`src/rtl/lfsr_link_pkg.sv`:
```
// Shared definitions for the LFSR serial link: state encoding, default sizing
// and the gap-counter width helper.
package lfsr_link_pkg;

    typedef enum logic {
        ST_IDLE  = 1'b0,
        ST_SHIFT = 1'b1
    } link_state_e;

    localparam int unsigned DEFAULT_DATA_WIDTH     = 8;
    localparam int unsigned DEFAULT_TIMEOUT_CYCLES = 16;

    // Counter width that holds 0..timeout, never narrower than one bit.
    function automatic int unsigned gap_width(input int unsigned timeout);
        return (timeout < 2) ? 1 : $clog2(timeout + 1);
    endfunction

endpackage

```
`src/rtl/serial_gap_timer.sv`:
```
// Counts consecutive idle cycles inside a frame and flags the cycle in which
// the idle run reaches TIMEOUT_CYCLES. A timeout of 0 never expires.
module serial_gap_timer
    import lfsr_link_pkg::*;
#(
    parameter int unsigned TIMEOUT_CYCLES = DEFAULT_TIMEOUT_CYCLES
) (
    input  logic Clock,
    input  logic Reset,
    input  logic run,
    input  logic kick,
    input  logic clear,
    output logic expired_c
);

    localparam int unsigned GAP_W = gap_width(TIMEOUT_CYCLES);

    logic [GAP_W-1:0] gap_q;
    logic [GAP_W-1:0] gap_d;

    generate
        if (TIMEOUT_CYCLES == 0) begin : g_no_timeout
            assign expired_c = 1'b0;
        end else begin : g_timeout
            // Expires on the idle cycle that brings the count up to the limit.
            assign expired_c = run && (gap_q == GAP_W'(TIMEOUT_CYCLES - 1));
        end
    endgenerate

    always_comb begin
        gap_d = gap_q;
        if (clear || kick || expired_c) begin
            gap_d = '0;
        end else if (run) begin
            gap_d = gap_q + GAP_W'(1);
        end
    end

    always_ff @(posedge Clock or negedge Reset) begin
        if (!Reset) begin
            gap_q <= '0;
        end else begin
            gap_q <= gap_d;
        end
    end

endmodule

```
`src/rtl/serial_word_assembler.sv`:
```
// Rebuilds LSB-first serial words into parallel words on a valid/ready port,
// reporting mid-frame gap timeouts and words lost to a full output slot.
module serial_word_assembler
    import lfsr_link_pkg::*;
#(
    parameter int unsigned DATA_WIDTH     = DEFAULT_DATA_WIDTH,
    parameter int unsigned TIMEOUT_CYCLES = DEFAULT_TIMEOUT_CYCLES
) (
    input  logic                  Clock,
    input  logic                  Reset,
    input  logic                  Clear,
    input  logic                  Ser_In,
    input  logic                  Ser_Valid,
    output logic [DATA_WIDTH-1:0] Data_Out,
    output logic                  Data_Valid,
    input  logic                  Data_Ready,
    output logic                  Busy,
    output logic                  Frame_Error,
    output logic                  Overrun
);

    localparam int unsigned CNT_W = $clog2(DATA_WIDTH + 1);

    generate
        if (DATA_WIDTH < 2) begin : g_bad_width
            $error("serial_word_assembler: DATA_WIDTH must be at least 2");
        end
    endgenerate

    link_state_e           state_q, state_d;
    logic [DATA_WIDTH-1:0] sh_q, sh_d;
    logic [CNT_W-1:0]      cnt_q, cnt_d;
    logic [DATA_WIDTH-1:0] data_q, data_d;
    logic                  dvalid_q, dvalid_d;
    logic                  ferr_q, ferr_d;
    logic                  ovr_q, ovr_d;

    logic [DATA_WIDTH-1:0] shifted;
    logic [CNT_W-1:0]      cnt_inc;
    logic                  gap_run;
    logic                  gap_expired_c;

    assign shifted = {Ser_In, sh_q[DATA_WIDTH-1:1]};
    assign cnt_inc = cnt_q + CNT_W'(1);
    assign gap_run = (state_q == ST_SHIFT) && !Ser_Valid && !Clear;

    serial_gap_timer #(
        .TIMEOUT_CYCLES(TIMEOUT_CYCLES)
    ) u_gap_timer (
        .Clock    (Clock),
        .Reset    (Reset),
        .run      (gap_run),
        .kick     (Ser_Valid),
        .clear    (Clear),
        .expired_c(gap_expired_c)
    );

    // Next-state, shift/assembly and output-slot control.
    always_comb begin
        state_d  = state_q;
        sh_d     = sh_q;
        cnt_d    = cnt_q;
        data_d   = data_q;
        dvalid_d = dvalid_q && !Data_Ready;
        ferr_d   = 1'b0;
        ovr_d    = 1'b0;

        if (Clear) begin
            state_d  = ST_IDLE;
            cnt_d    = '0;
            dvalid_d = 1'b0;
        end else if (Ser_Valid) begin
            sh_d = shifted;
            if (cnt_inc == CNT_W'(DATA_WIDTH)) begin
                state_d = ST_IDLE;
                cnt_d   = '0;
                // The slot is usable if empty or being accepted on this edge.
                if (!dvalid_q || Data_Ready) begin
                    data_d   = shifted;
                    dvalid_d = 1'b1;
                end else begin
                    ovr_d = 1'b1;
                end
            end else begin
                state_d = ST_SHIFT;
                cnt_d   = cnt_inc;
            end
        end else if ((state_q == ST_SHIFT) && gap_expired_c) begin
            state_d = ST_IDLE;
            cnt_d   = '0;
            ferr_d  = 1'b1;
        end
    end

    always_ff @(posedge Clock or negedge Reset) begin
        if (!Reset) begin
            state_q  <= ST_IDLE;
            sh_q     <= '0;
            cnt_q    <= '0;
            data_q   <= '0;
            dvalid_q <= 1'b0;
            ferr_q   <= 1'b0;
            ovr_q    <= 1'b0;
        end else begin
            state_q  <= state_d;
            sh_q     <= sh_d;
            cnt_q    <= cnt_d;
            data_q   <= data_d;
            dvalid_q <= dvalid_d;
            ferr_q   <= ferr_d;
            ovr_q    <= ovr_d;
        end
    end

    assign Data_Out    = data_q;
    assign Data_Valid  = dvalid_q;
    assign Busy        = (state_q == ST_SHIFT);
    assign Frame_Error = ferr_q;
    assign Overrun     = ovr_q;

endmodule

```
`config.mk`:
```
export PLATFORM = sky130hd
export DESIGN_NAME = serial_word_assembler
export DESIGN_NICKNAME = d
export VERILOG_FILES = /design/src/rtl/lfsr_link_pkg.sv /design/src/rtl/serial_gap_timer.sv /design/src/rtl/serial_word_assembler.sv
export SDC_FILE = /design/constraint.sdc
export NUM_CORES = 1
export LEC_CHECK = 0
export BUFFER_PORTS_ARGS = -buffer_cell sky130_fd_sc_hd__buf_2
export CORE_MARGIN = 2
export CORE_UTILIZATION = 55
export CTS_CLUSTER_DIAMETER = 200
export DETAILED_ROUTE_END_ITERATION = 10
export PLACE_DENSITY_LB_ADDON = 0.3
export SYNTH_ARGS = -nofsm -noshare
export SYNTH_HDL_FRONTEND = slang
export SYNTH_SLANG_ARGS = --single-unit
```
`constraint.sdc`:
```
create_clock -name Clock -period 2 [get_ports Clock]
set_input_delay 0.4 -clock Clock [delete_from_list [all_inputs] [get_ports Clock]]
set_output_delay 0.4 -clock Clock [all_outputs]
set_load 0.02 [all_outputs]
```
[Yosys cells after proc, flatten, opt, wreduce, memory -nomap -nowiden]
Index checks and enable logic that the tools add are counted.
Storage, ports and cells
  flip-flop bits (word level): 29
  input port bits: 6
  output and inout port bits: 12
  logic and storage cells: 50
Operators by class
  $add $sub $neg: 2
  equal/unequal tests: 2
  multiplexer cells: 21
  bitwise gates (word level): 1
  reduce and logical (&&, ||, !) cells: 16
Operator list (count)
  2-to-1 mux 4 bit: 4
  2-to-1 mux 1 bit: 15
  2-to-1 mux 5 bit: 2
  adder 5 x 1 -> 5 bit (second input constant): 1
  equality test 5 x 4 -> 1 bit (second input constant): 1
  logical AND 1 bit: 5
  adder 4 x 1 -> 4 bit (second input constant): 1
  equality test 4 bit (second input constant): 1
  zero test 1 bit: 4
  AND reduction 4 bit: 1
  logical OR 1 bit: 3
  nonzero test 3 bit: 1
  AND reduction 2 bit: 1
  nonzero test 2 bit: 1
  inverter 1 bit: 1

[Logic depth before layout (Yosys ltp)]
  word-level depth: 8
  gate-level depth with buffers: 7
  depth with buffers taken out: 7

[Modules after synthesis]
A second synthesis with hierarchy kept.
Unflattened totals
  cell total of the unflattened synthesis: 119
  area total of the unflattened synthesis: 1326.3 um^2
Modules (own cells, without submodules)
  serial_word_assembler: times used 1, cells each 90, area each 1009.7 um^2, sequential area each 575.6 um^2
  serial_gap_timer: times used 1, cells each 29, area each 316.6 um^2, sequential area each 125.1 um^2

[Least setup slack after synthesis]
Ideal clock, no wire load.
  path kind: reg-to-reg
  start: register cnt_q[0]
  end: register data_q[0] (netlist: Data_Out[0])
  setup time: 0.125 ns
  arrival time: 1.552 ns
  required time: 1.875 ns
  path slack: 0.323 ns
  stages on the path, launching flop included: 5
  path buffers: 0
  period minus slack after synthesis: 1.677 ns
  path through: dfrtp_1 -> ha_1 -> and4bb_1 -> o21ai_4 -> mux2_4
Between the ends
  cells in the longest elaborated chain, start to end: 3
Ends and longest elaborated chain
  from (decl): line serial_word_assembler.sv:32  | logic [CNT_W-1:0] cnt_q, cnt_d;
  from (signal assigned): line serial_word_assembler.sv:107  | cnt_q <= cnt_d;
  adder 4 x 1 -> 4 bit: line serial_word_assembler.sv:44  | assign cnt_inc = cnt_q + CNT_W'(1);
  equality test 4 bit: line serial_word_assembler.sv:74  | if (cnt_inc == CNT_W'(DATA_WIDTH)) begin
  AND reduction 4 bit (no source line)
  to (signal assigned): line serial_word_assembler.sv:108  | data_q <= data_d;
  to (decl): line serial_word_assembler.sv:33  | logic [DATA_WIDTH-1:0] data_q, data_d;
No other way between the ends.
A chain may end at the register's enable or synchronous reset.

[Worst setup path after layout]
  start: register cnt_q[0]
  end: register data_q[6] (netlist: Data_Out[6])
Same word-level chain as after synthesis.

==> reports/summary.txt <==
WP depth: 4
Post-route antenna net violation count: 0
Die height: 53.2 µm
Max_slew headroom: 59.3%
Synthesis-stage register bit count: 28
DIE WIDTH: 53.2 µm
Vias in the first global route: 875
Layout Skew: 0.00238 ns
Crit-path leading delay family: flip-flops
GRT busiest layer: met2
Post-synthesis sequential area ratio: 52.6%
Met1 GRT Util: 22.2%
Share of layout cells above drive strength 1: 26.2%
Post-Syn Area: 1330 µm²
Setup ws final: 0.167 ns
Crit path max-delay cell type: dfrtp_1
Tcrit/Tclk final: 91.7%
Fmax: 545 MHz
CP peak stage delay: 0.49 ns
Placed Cells: 150
Post-DP Area: 1450 µm²
Slew Limit Fails: 0
Post-cts resize count: 0
Synth area leader: dfrtp_1
Final setup violating endpoints: 0
Gpl congestion: 0.748
Die ar.: 2830 µm²
CTS buffer count: 3
Wirelength per Cell: 14.3 µm
DRT iter0 DRCs: 6
Setup TNS: 0 ns
Cell row count: 17
Final hold viol count: 0
Core Footprint: 2250 µm²
Tmin final: 1.83 ns
Post-Place Worst Slack: 0.181 ns
Clock Sinks: 28
Antenna diode count: 0
WS Path Type: flop to flop
# H-tree levels: 1
Post-CTS setup repair buffer count: 0
Avg Vias per Cell: 5.59
GRT Util Overall: 19.1%
GR Util met3: 2.54%
Largest net degree at the start of global routing: 29
Post-CTS Hold Buffers: 0
Reg2reg end: Data_Out[6]
Ys Warns: 0
Buf+Inv Stages, Crit Path: 0
Top-area cell type share of the netlist area: 52.6%
Layout area overhead: 12.5%
Initial core utilization: 59.1%
Critical Path Start Type: flop
R2r worst-path depth: 4
Worst hold path type: input port to asynchronous set/reset pin
R2R setup slack: 0.17 ns
CTS tree: yes
Status: finished clean
Static leakage: 0.000748 µW
Synth Area per Inst: 12.5 µm²
Critical R2R Launch: cnt_q[0]
Via count: 861
Total wire length: 2200 µm
# DRC: 0
First-pass GRT wire length: 3840 µm
Critical Path RT: 2.23 ns
NumNets Final: 137
# IOs: 18
Final Instance Area: 1500 µm²
Worst VDD drop: 0.489 mV
Pwr dens: 756 nW/µm²
Worst-Skew Late Latency: 0.33 ns
RSZ-0062 raised after global routing: false
Largest fanout on the critical path: 8
CTS Buffer Depth: 2
Netlist cell types: 33
Met2 usage: 34.4%
Clk root buf: clkbuf_4
Max Cap Viol: 0
I/O Buffers: 17
FILL cells: 173
Detailed Routing Iterations Pass 1: 4
Clock transition at path regs: 0.15 ns
Grt ovf: 0
Slew @ Worst Pin: 0.610 ns
Leading post-synthesis cells by cell area: dfrtp_1, mux2_4, mux2_1
Syn_nets: 117
CP Capture Type: flop
Worst-path cell chain: ha_1 > and4bb_1 > o21ai_4 > mux2_4
Post-route insts no fill: 154
Post-Syn Instances: 107
Fin util: 66.5%
Detailed placement HPWL: 1560 µm
Initial antenna violation count: 0
Critical path data arrival time: 2.07 ns
## placed cells by master (no fill, tap or decap)
cell,instances
a31oi_1,1
dfrtp_1,28
or2_1,2
a21bo_1,1
o31ai_1,2
xor2_1,2
nand2_1,6
and2_1,1
and2b_1,1
nand2b_1,5
o22a_1,1
and4b_1,1
o21ai_0,1
buf_2,17
a22oi_1,1
buf_4,1
and4bb_1,2
mux2_4,8
mux2_2,1
bufinv_16,1
and3_1,2
nor2_1,7
ha_1,4
o21ai_4,1
nand4_1,1
o21ai_1,2
mux2_1,7
a21oi_2,1
nand3_1,3
nand3b_1,4
nor3b_1,2
a21oi_1,4
inv_1,1
nand4b_1,1
clkbuf_4,3
## power by group
| group | internal, µW | switching, µW | total (µW) |
|---|---|---|---|
| Sequential | 625 | 45.2 | 670 |
| Combinational | 49.6 | 44.6 | 94.2 |
| Clock | 203 | 167 | 370 |
| Total | 877 | 257 | 1130 |
## how the worst max path moves through the flow
stage	startpoint	endpoint	slack [ns]
CTS	cnt_q[0]	Data_Out[1]	0.14
floorplan	cnt_q[0]	Data_Out[0]	0.32
detailed placement	cnt_q[0]	Data_Out[7]	0.18
global route	cnt_q[0]	Data_Out[6]	0.02
finish	cnt_q[0]	Data_Out[6]	0.17
global placement	cnt_q[0]	Data_Out[4]	0.25
## cells in the mapped netlist, drive strengths merged
| master | instances |
|---|---|
| and4b | 1 |
| nand3b | 4 |
| buf | 2 |
| nand2b | 5 |
| nand4b | 1 |
| clkbuf | 1 |
| o22a | 1 |
| nand2 | 6 |
| a31oi | 1 |
| mux2 | 16 |
| o31ai | 2 |
| and2 | 1 |
| or2 | 2 |
| nand3 | 3 |
| dfrtp | 28 |
| nor3b | 2 |
| a21oi | 5 |
| nor2 | 7 |
| a21bo | 1 |
| inv | 1 |
| xor2 | 2 |
| nand4 | 1 |
| a22oi | 1 |
| and2b | 1 |
| and3 | 2 |
| ha | 4 |
| and4bb | 2 |
| o21ai | 4 |
## per-layer routing
metal / share of wire, % / routed length, µm
met4: 1.5 / 34
met5: 0 / 0
met2: 51 / 1120
met1: 45 / 996
met3: 2.0 / 43
## worst reg2reg max path: stages, from the launching register on
cell and delay [ns]:
dfrtp_1 0.49, ha_1 0.29, and4bb_1 0.28, o21ai_4 0.34, mux2_4 0.34
## state kept, by name, indices dropped and copies added (netlist names)
signal / count
cnt_q: 4
Data_Out: 8
Data_Valid: 1
Overrun: 1
Busy: 1
u_gap_timer.gap_q: 5
sh_q: 7
Frame_Error: 1
## cells by family after synthesis
group | Yosys count | synth area share, %
AO/OA/AOI/OAI | 15 | 8.08
XOR/XNOR | 2 | 1.31
adder cells (fa/ha/maj) | 4 | 3.76
buffers and inverters | 4 | 1.31
flip-flops | 28 | 52.6
multiplexers | 16 | 15.8
AND/OR/NAND/NOR | 38 | 17.2
## area by class of cell
type	count	area, µm²	share of cell area, %
multi-input cells	75	614	41.0
clock inverters	1	30.0	2.00
flip-flops and latches	28	701	46.7
inverters	1	3.75	0.250
repair buffers	18	92.6	6.18
clock buffers	3	22.5	1.50
well taps	28	35.0	2.34
## metrics by stage
step / hold slack [ns] / power, µW
6_report: 0.0572 / 1130
5_1_grt: 0.0875 / 1190
4_1_cts: 0.0642 / 1150
3_5_place_dp: 0.454 / 782
3_3_place_gp: 0.441 / 771
2_1_floorplan: 0.104 / 736
Power figures use the tool's default switching activity.
